File: config.mk
export PLATFORM = sky130hd
export DESIGN_NAME = fpu_sched
export DESIGN_NICKNAME = d
export VERILOG_FILES = /design/src/rtl/fpu_sched_pkg.sv /design/src/rtl/fpu_sched_fifo.sv /design/src/rtl/fpu_sched.sv
export SDC_FILE = /design/constraint.sdc
export NUM_CORES = 1
export LEC_CHECK = 0
export BUFFER_PORTS_ARGS = -buffer_cell sky130_fd_sc_hd__buf_2
export CELL_PAD_IN_SITES_DETAIL_PLACEMENT = 0
export CELL_PAD_IN_SITES_GLOBAL_PLACEMENT = 1
export CORE_ASPECT_RATIO = 1.5
export CORE_MARGIN = 4
export CORE_UTILIZATION = 41
export DETAILED_ROUTE_END_ITERATION = 8
export PLACE_DENSITY_LB_ADDON = 0.1
export SYNTH_ARGS = -nofsm -noshare
export SYNTH_HDL_FRONTEND = slang
export SYNTH_SLANG_ARGS = --single-unit
File: constraint.sdc
create_clock -name clk -period 3.45 [get_ports clk]
set_clock_uncertainty 0.1 [all_clocks]
set_input_delay 0.69 -clock clk [delete_from_list [all_inputs] [get_ports clk]]
set_output_delay 0.69 -clock clk [all_outputs]
set_load 0.02 [all_outputs]
File: src/rtl/fpu_sched_pkg.sv
// Shared types and constants for the fpu_sched block.
// Optional feature macro used by the top: FPU_SCHED_DIV_TRAP_EN.
package fpu_sched_pkg;

  localparam logic [1:0] OP_ADD = 2'b00;
  localparam logic [1:0] OP_SUB = 2'b01;
  localparam logic [1:0] OP_DIV = 2'b10;
  localparam logic [1:0] OP_MUL = 2'b11;

  localparam logic [31:0] QNAN = 32'h7FC0_0000;

  // Wide enough for the largest supported requester count (8).
  localparam int unsigned ID_W = 3;

  typedef struct packed {
    logic [ID_W-1:0] id;
    logic            err;
  } tag_t;

  typedef struct packed {
    tag_t        tag;
    logic [31:0] data;
  } rsp_entry_t;

endpackage

File: src/rtl/fpu_sched_fifo.sv
// Synchronous FIFO with occupancy count and asynchronous active-low reset.
module fpu_sched_fifo #(
  parameter int unsigned WIDTH = 36,
  parameter int unsigned DEPTH = 4
) (
  input  logic                     clk,
  input  logic                     rst_n,
  input  logic                     push,
  input  logic [WIDTH-1:0]         wdata,
  input  logic                     pop,
  output logic [WIDTH-1:0]         rdata,
  output logic [$clog2(DEPTH):0]   count,
  output logic                     empty
);

  localparam int unsigned AW = $clog2(DEPTH);

  logic [WIDTH-1:0] r_mem [DEPTH];
  logic [AW-1:0]    r_wr_ptr;
  logic [AW-1:0]    r_rd_ptr;
  logic [AW:0]      r_count;
  logic             w_full;
  logic             w_do_push;
  logic             w_do_pop;

  assign w_full    = (r_count == (AW+1)'(DEPTH));
  assign empty     = (r_count == '0);
  assign w_do_push = push & ~w_full;
  assign w_do_pop  = pop & ~empty;
  assign rdata     = r_mem[r_rd_ptr];
  assign count     = r_count;

  // Storage array; contents are only observed through a valid head.
  always_ff @(posedge clk) begin
    if (w_do_push) r_mem[r_wr_ptr] <= wdata;
  end

  // Pointer and occupancy bookkeeping; power-of-two depth lets pointers wrap.
  always_ff @(posedge clk or negedge rst_n) begin
    if (!rst_n) begin
      r_wr_ptr <= '0;
      r_rd_ptr <= '0;
      r_count  <= '0;
    end else begin
      if (w_do_push) r_wr_ptr <= r_wr_ptr + AW'(1);
      if (w_do_pop)  r_rd_ptr <= r_rd_ptr + AW'(1);
      case ({w_do_push, w_do_pop})
        2'b10:   r_count <= r_count + (AW+1)'(1);
        2'b01:   r_count <= r_count - (AW+1)'(1);
        default: r_count <= r_count;
      endcase
    end
  end

  // Upstream credit accounting must never let a push reach a full buffer.
  a_no_push_full: assert property (@(posedge clk) disable iff (!rst_n) !(push && w_full));

endmodule

File: src/rtl/fpu_sched.sv
// Round-robin scheduler sharing one registered FPU among NREQ requesters.
// Responses return in issue order through a credit-protected buffer.
// Optional macro FPU_SCHED_DIV_TRAP_EN: divides bypass the FPU and return a flagged qNaN.
module fpu_sched
  import fpu_sched_pkg::*;
#(
  parameter int unsigned NREQ       = 4,
  parameter int unsigned FIFO_DEPTH = 4
) (
  input  logic                     clk,
  input  logic                     rst_n,
  input  logic [NREQ-1:0]          req_valid,
  output logic [NREQ-1:0]          req_ready,
  input  logic [NREQ*32-1:0]       req_a,
  input  logic [NREQ*32-1:0]       req_b,
  input  logic [NREQ*2-1:0]        req_op,
  output logic                     rsp_valid,
  input  logic                     rsp_ready,
  output logic [$clog2(NREQ)-1:0]  rsp_id,
  output logic [31:0]              rsp_data,
  output logic                     rsp_err,
  output logic [31:0]              fpu_a,
  output logic [31:0]              fpu_b,
  output logic [1:0]               fpu_op,
  input  logic [31:0]              fpu_outp,
  output logic                     busy
);

  localparam int unsigned IDW = $clog2(NREQ);
  localparam int unsigned CW  = $clog2(FIFO_DEPTH) + 1;

  logic [IDW-1:0] r_last;
  logic           r_s1;
  logic           r_s2;
  tag_t           r_tag1;
  tag_t           r_tag2;
  logic [31:0]    r_fpu_a;
  logic [31:0]    r_fpu_b;
  logic [1:0]     r_fpu_op;

  logic [IDW-1:0] w_cand;
  logic [IDW-1:0] w_grant_idx;
  logic           w_grant_any;
  logic [CW-1:0]  w_occ;
  logic           w_credit_ok;
  logic           w_accept;
  logic [31:0]    w_sel_a;
  logic [31:0]    w_sel_b;
  logic [1:0]     w_sel_op;
  logic           w_is_trap;
  rsp_entry_t     w_push_entry;
  rsp_entry_t     w_head;
  logic [CW-1:0]  w_fifo_count;
  logic           w_fifo_empty;
  logic           w_pop;
  logic           w_unused_tag;

  // Round-robin search starting just after the last granted requester.
  always_comb begin
    w_grant_any = 1'b0;
    w_grant_idx = '0;
    w_cand      = '0;
    for (int unsigned k = 1; k <= NREQ; k++) begin
      w_cand = IDW'((32'(r_last) + k) % NREQ);
      if (!w_grant_any && req_valid[w_cand]) begin
        w_grant_any = 1'b1;
        w_grant_idx = w_cand;
      end
    end
  end

  // Same-cycle pops are deliberately not credited.
  assign w_occ       = CW'(r_s1) + CW'(r_s2) + w_fifo_count;
  assign w_credit_ok = (w_occ < CW'(FIFO_DEPTH));
  assign w_accept    = w_grant_any & w_credit_ok;

  // One-hot ready for the winner only when a buffer slot is guaranteed.
  always_comb begin
    req_ready = '0;
    if (w_accept) req_ready[w_grant_idx] = 1'b1;
  end

  assign w_sel_a  = req_a[32*w_grant_idx +: 32];
  assign w_sel_b  = req_b[32*w_grant_idx +: 32];
  assign w_sel_op = req_op[2*w_grant_idx +: 2];

`ifdef FPU_SCHED_DIV_TRAP_EN
  assign w_is_trap = (w_sel_op == OP_DIV);
`else
  assign w_is_trap = 1'b0;
`endif

  // Issue registers, tag pipeline aligned with the FPU's sampling edge, and arbiter pointer.
  always_ff @(posedge clk or negedge rst_n) begin
    if (!rst_n) begin
      r_last   <= IDW'(NREQ - 1);
      r_s1     <= 1'b0;
      r_s2     <= 1'b0;
      r_tag1   <= '0;
      r_tag2   <= '0;
      r_fpu_a  <= '0;
      r_fpu_b  <= '0;
      r_fpu_op <= '0;
    end else begin
      r_s1   <= w_accept;
      r_s2   <= r_s1;
      r_tag2 <= r_tag1;
      if (w_accept) begin
        r_last     <= w_grant_idx;
        r_tag1.id  <= ID_W'(w_grant_idx);
        r_tag1.err <= w_is_trap;
        // Trapped ops leave the FPU inputs untouched.
        if (!w_is_trap) begin
          r_fpu_a  <= w_sel_a;
          r_fpu_b  <= w_sel_b;
          r_fpu_op <= w_sel_op;
        end
      end
    end
  end

  assign fpu_a  = r_fpu_a;
  assign fpu_b  = r_fpu_b;
  assign fpu_op = r_fpu_op;

  // Trapped results are substituted here so ordering is kept by the buffer.
  assign w_push_entry.tag  = r_tag2;
  assign w_push_entry.data = r_tag2.err ? QNAN : fpu_outp;

  assign w_pop = rsp_valid & rsp_ready;

  fpu_sched_fifo #(
    .WIDTH ($bits(rsp_entry_t)),
    .DEPTH (FIFO_DEPTH)
  ) u_fifo (
    .clk   (clk),
    .rst_n (rst_n),
    .push  (r_s2),
    .wdata (w_push_entry),
    .pop   (w_pop),
    .rdata (w_head),
    .count (w_fifo_count),
    .empty (w_fifo_empty)
  );

  assign rsp_valid = ~w_fifo_empty;
  assign rsp_id    = rsp_valid ? w_head.tag.id[IDW-1:0] : '0;
  assign rsp_data  = rsp_valid ? w_head.data : '0;
`ifdef FPU_SCHED_DIV_TRAP_EN
  assign rsp_err   = rsp_valid & w_head.tag.err;
`else
  assign rsp_err   = 1'b0;
`endif
  assign w_unused_tag = ^{w_head.tag.id, w_head.tag.err};

  assign busy = r_s1 | r_s2 | (w_fifo_count != '0);

endmodule

==> impl_metrics.toml <==
[run_status]
run_status = "complete, no violations"

[setup_path]
worst_path_largest_cell_delay_ns = 0.42
timing.critical_path.arrival_ns = 2.37
timing.critical_path.cells = "ha_1 > a21o_1 > a211oi_2 > nor2_2 > inv_2 > nand2_1 > nor2_1 > buf_2"
timing.setup.critical_path_class = "register to output port"
timing.critical_path.from_type = "register"
cp-end-kind = "output port"
crit_path_max_fanout = 4
crit_path_top_delay_cell = "sky130_fd_sc_hd__dfrtp_1"
critical_path_required_ns = 2.66

[cts]
cts_num_sinks = 217
cts_max_level = 1
insertion_delay_ns = 0.51
clockBufferDepth = 3
ctsHoldBuffers = 0
cts_inserted_buffers = 23
clock-root-buffer = "sky130_fd_sc_hd__clkbuf_16"
clkSlewWorstSetupHoldPaths_ns = 0.06
cts_tree = "done"

[power_and_ir_drop]
irDropWorstVdd_mv = 0.509
power.static_leakage_nw = 5.77
cellPowerDensity_nw_per_um2 = 978

[sta]
portion_of_the_clock_cycle_consumed_by_the_worst_path_in_the_final_layout_pct = 91.5
timing.max_slew.rel_slack_pct = 47.5
fmax_mhz = 317
final_hold_viol_count = 0
layout_min_cycle_time_ns = 3.16
final.setup.tns_ns = 0
setup_repair_after_global_routing_missed_its_margin = "no"
setup_viol_count_final = 0
fin_max_slew_vios = 0
worst-slew-pin-transition_ns = 0.787
setup_ws_ns = 0.292

[global_route]
antenna_found_initial = 15
grt_total_usage_pct = 24.0
grt_pass1_vias = 9198
overflow = 0
grt_pass1_wl_microns = 53500
largest_net_degree_at_the_start_of_global_routing = 63

[cells_and_area]
final_core_utilization_pct = 54.1
final_area_sq_um = 13900
n_fill_cell = 2372
layout-area-overhead-vs-synth_pct = 30.4
drive_above_1_share_pct = 44.7
design.final.nets = 1589

[logic_synthesis]
synth_nets = 1203
syn-cell-area_sq_um = 10600
synth_compound_gate_area_share_pct = 13.7
yosys_warnings = 0
netlist.top_cell.by_area = "sky130_fd_sc_hd__edfxtp_1"
synth-edff-count = 136
postSynthCellCount = 893
ys_seq_area_share_pct = 57.4
yosys-top-cells-area = "sky130_fd_sc_hd__edfxtp_1 (38%), sky130_fd_sc_hd__dfrtp_1 (19%), sky130_fd_sc_hd__mux4_2 (7.2%)"
syn-mean-instance-area_sq_um = 11.9
yosysUniqueCellTypes = 44
ys_ff_latch = 217
most_common_cell_in_the_netlist = "sky130_fd_sc_hd__nand2_1"
synth.cells.most_frequent = "sky130_fd_sc_hd__nand2_1 (201), sky130_fd_sc_hd__edfxtp_1 (136), sky130_fd_sc_hd__dfrtp_1 (79), sky130_fd_sc_hd__nor2_1 (73), sky130_fd_sc_hd__nor3_1 (67)"
synth_fa_ha_area_share_pct = 0.893
synth_top_family_by_area = "simple AND/OR/NAND/NOR gates"
synth_top_flop_cell = "sky130_fd_sc_hd__edfxtp_1"
synthXorXnorAreaFrac_pct = 0.494
muxShareOfSynthArea_pct = 7.48
synth_simple_gate_area_share_pct = 16.2
synthArstFlopShare_pct = 37.3
area_fraction_of_the_dominant_cell_type_after_synthesis_pct = 38.4

[route]
number_of_antenna_violating_nets_in_the_routed_design = 0
detail_route.wirelength_microns = 36000
drc_errors = 0
dr_total_vias = 8742
drt_iter0_drc = 381
wl_per_cell_microns = 21.9
drtPass1Iterations = 5
vias_per_cell = 5.34

[die]
floorplan.die.width_microns = 140
floorplan.die_area_sq_um = 28700
number_of_standard_cell_rows_in_the_floorplan = 72
initial_core_util_pct = 41.5
fp.coreArea_sq_um = 25700
die-height_microns = 205
ioPinCount = 410

[min_path]
hold_class = "primary input to asynchronous set/reset pin"

[placed_design]
placed_cell_area_sq_um = 13100
detailedPlacementHpwl_microns = 25900
dpl_worst_slack_ns = 0.533
placement.io_buffers = 408
gp_routability_congestion = 0.864

[flow_run]
cap_violations = 0
[power by group]
part           internal (mW)  switching [mW]  total [mW]
logic                   2.60            4.30        6.90
clock network           1.51            1.01        2.52
registers               3.75           0.407        4.16
total                   7.86            5.72        13.6
[worst max-delay path: cells and delay by family, from the launching register on]
| family | cells | cell delay [ns] |
|---|---|---|
| compound gates | 2 | 0.55 |
| fa+ha+maj | 1 | 0.28 |
| simple gates | 3 | 0.33 |
| flops | 1 | 0.42 |
| buf+inv | 2 | 0.29 |
[layout make-up]
class                   count  area (sq um)  share of cell area [%]
well taps                 333           417                    3.00
multi-input cells         590          4170                    30.0
flip-flops and latches    217          6110                    44.1
repair buffers            438          2340                    16.9
clock inverters            11           150                    1.08
clock buffers              31           626                    4.51
inverters                   9          33.8                   0.243
diodes                      9          22.5                   0.162
[cell families after synthesis]
kind of cell               after synthesis
and+or+nand+nor                        395
DFF                                    217
AOI/OAI and AO/OA                      144
buffers and inverters                   86
muxes                                   37
adders and majority gates                7
xor gates and xnor gates                 6
other                                    1
[state kept, by name, summed over array words and instances (netlist names), 2 cells and up]
register / count
u_fifo.r_rd_ptr: 2
fpu_b: 32
u_fifo.count: 3
u_fifo.r_wr_ptr: 2
r_last: 2
fpu_a: 32
fpu_op: 2
r_tag2: 2
u_fifo.r_mem: 136
r_tag1: 2
[worst paths after layout]
check                                       startpoint               endpoint  slack (ns)  cells after the start
max in group asynchronous                        rst_n  fpu_b[10]$_DFFE_PN0P_        2.45                      2
max                        u_fifo.count[0]$_DFFE_PN0P_           req_ready[2]        0.29                      8
max reg2reg                u_fifo.count[0]$_DFFE_PN0P_  fpu_b[21]$_DFFE_PN0P_        0.81                      8
min reg2reg                      r_tag1[1]$_DFFE_PN0P_    r_tag2[1]$_DFF_PN0_        0.29                      0
min                                              rst_n   fpu_a[6]$_DFFE_PN0P_        0.11                      1
min in group clk                 r_tag1[1]$_DFFE_PN0P_    r_tag2[1]$_DFF_PN0_        0.29                      0
[metal layers]
metal / vias to the layer above / track usage, % / wire (microns)
li1: 4094 / - / -
met1: 4245 / 26.8 / 12600
met2: 323 / 43.3 / 19000
met3: 70 / 6.98 / 2950
met4: 10 / 9.52 / 1290
met5: - / 0 / 67
[placed cells by master (no fill, tap or decap), drive strengths merged, types with 5 or more instances in the layout]
| master | count |
|---|---|
| edfxtp | 136 |
| nor3 | 68 |
| nand2 | 201 |
| mux4 | 34 |
| a211oi | 68 |
| clkbuf | 31 |
| diode | 9 |
| inv | 10 |
| clkinv | 5 |
| nor2 | 75 |
| and2 | 39 |
| dfrtp | 79 |
| buf | 438 |
| a311oi | 65 |
| ha | 6 |
[stage by stage]
step	total power [mW]	hold WS (ns)	std cells
2_1_floorplan	8.90	0.254	893
3_3_place_gp	11.1	0.260	1587
3_5_place_dp	11.2	0.262	1587
4_1_cts	13.8	0.131	1629
5_1_grt	14.4	0.151	1638
6_report	13.6	0.113	1638
[repair_timing]
action | in CTS | in global routing
gates resized for setup | 0 | 1
setup buffers | 0 | 0
endpoints found under the setup margin | 0 | 1
No activity file was read; power rests on OpenSTA's default activity.
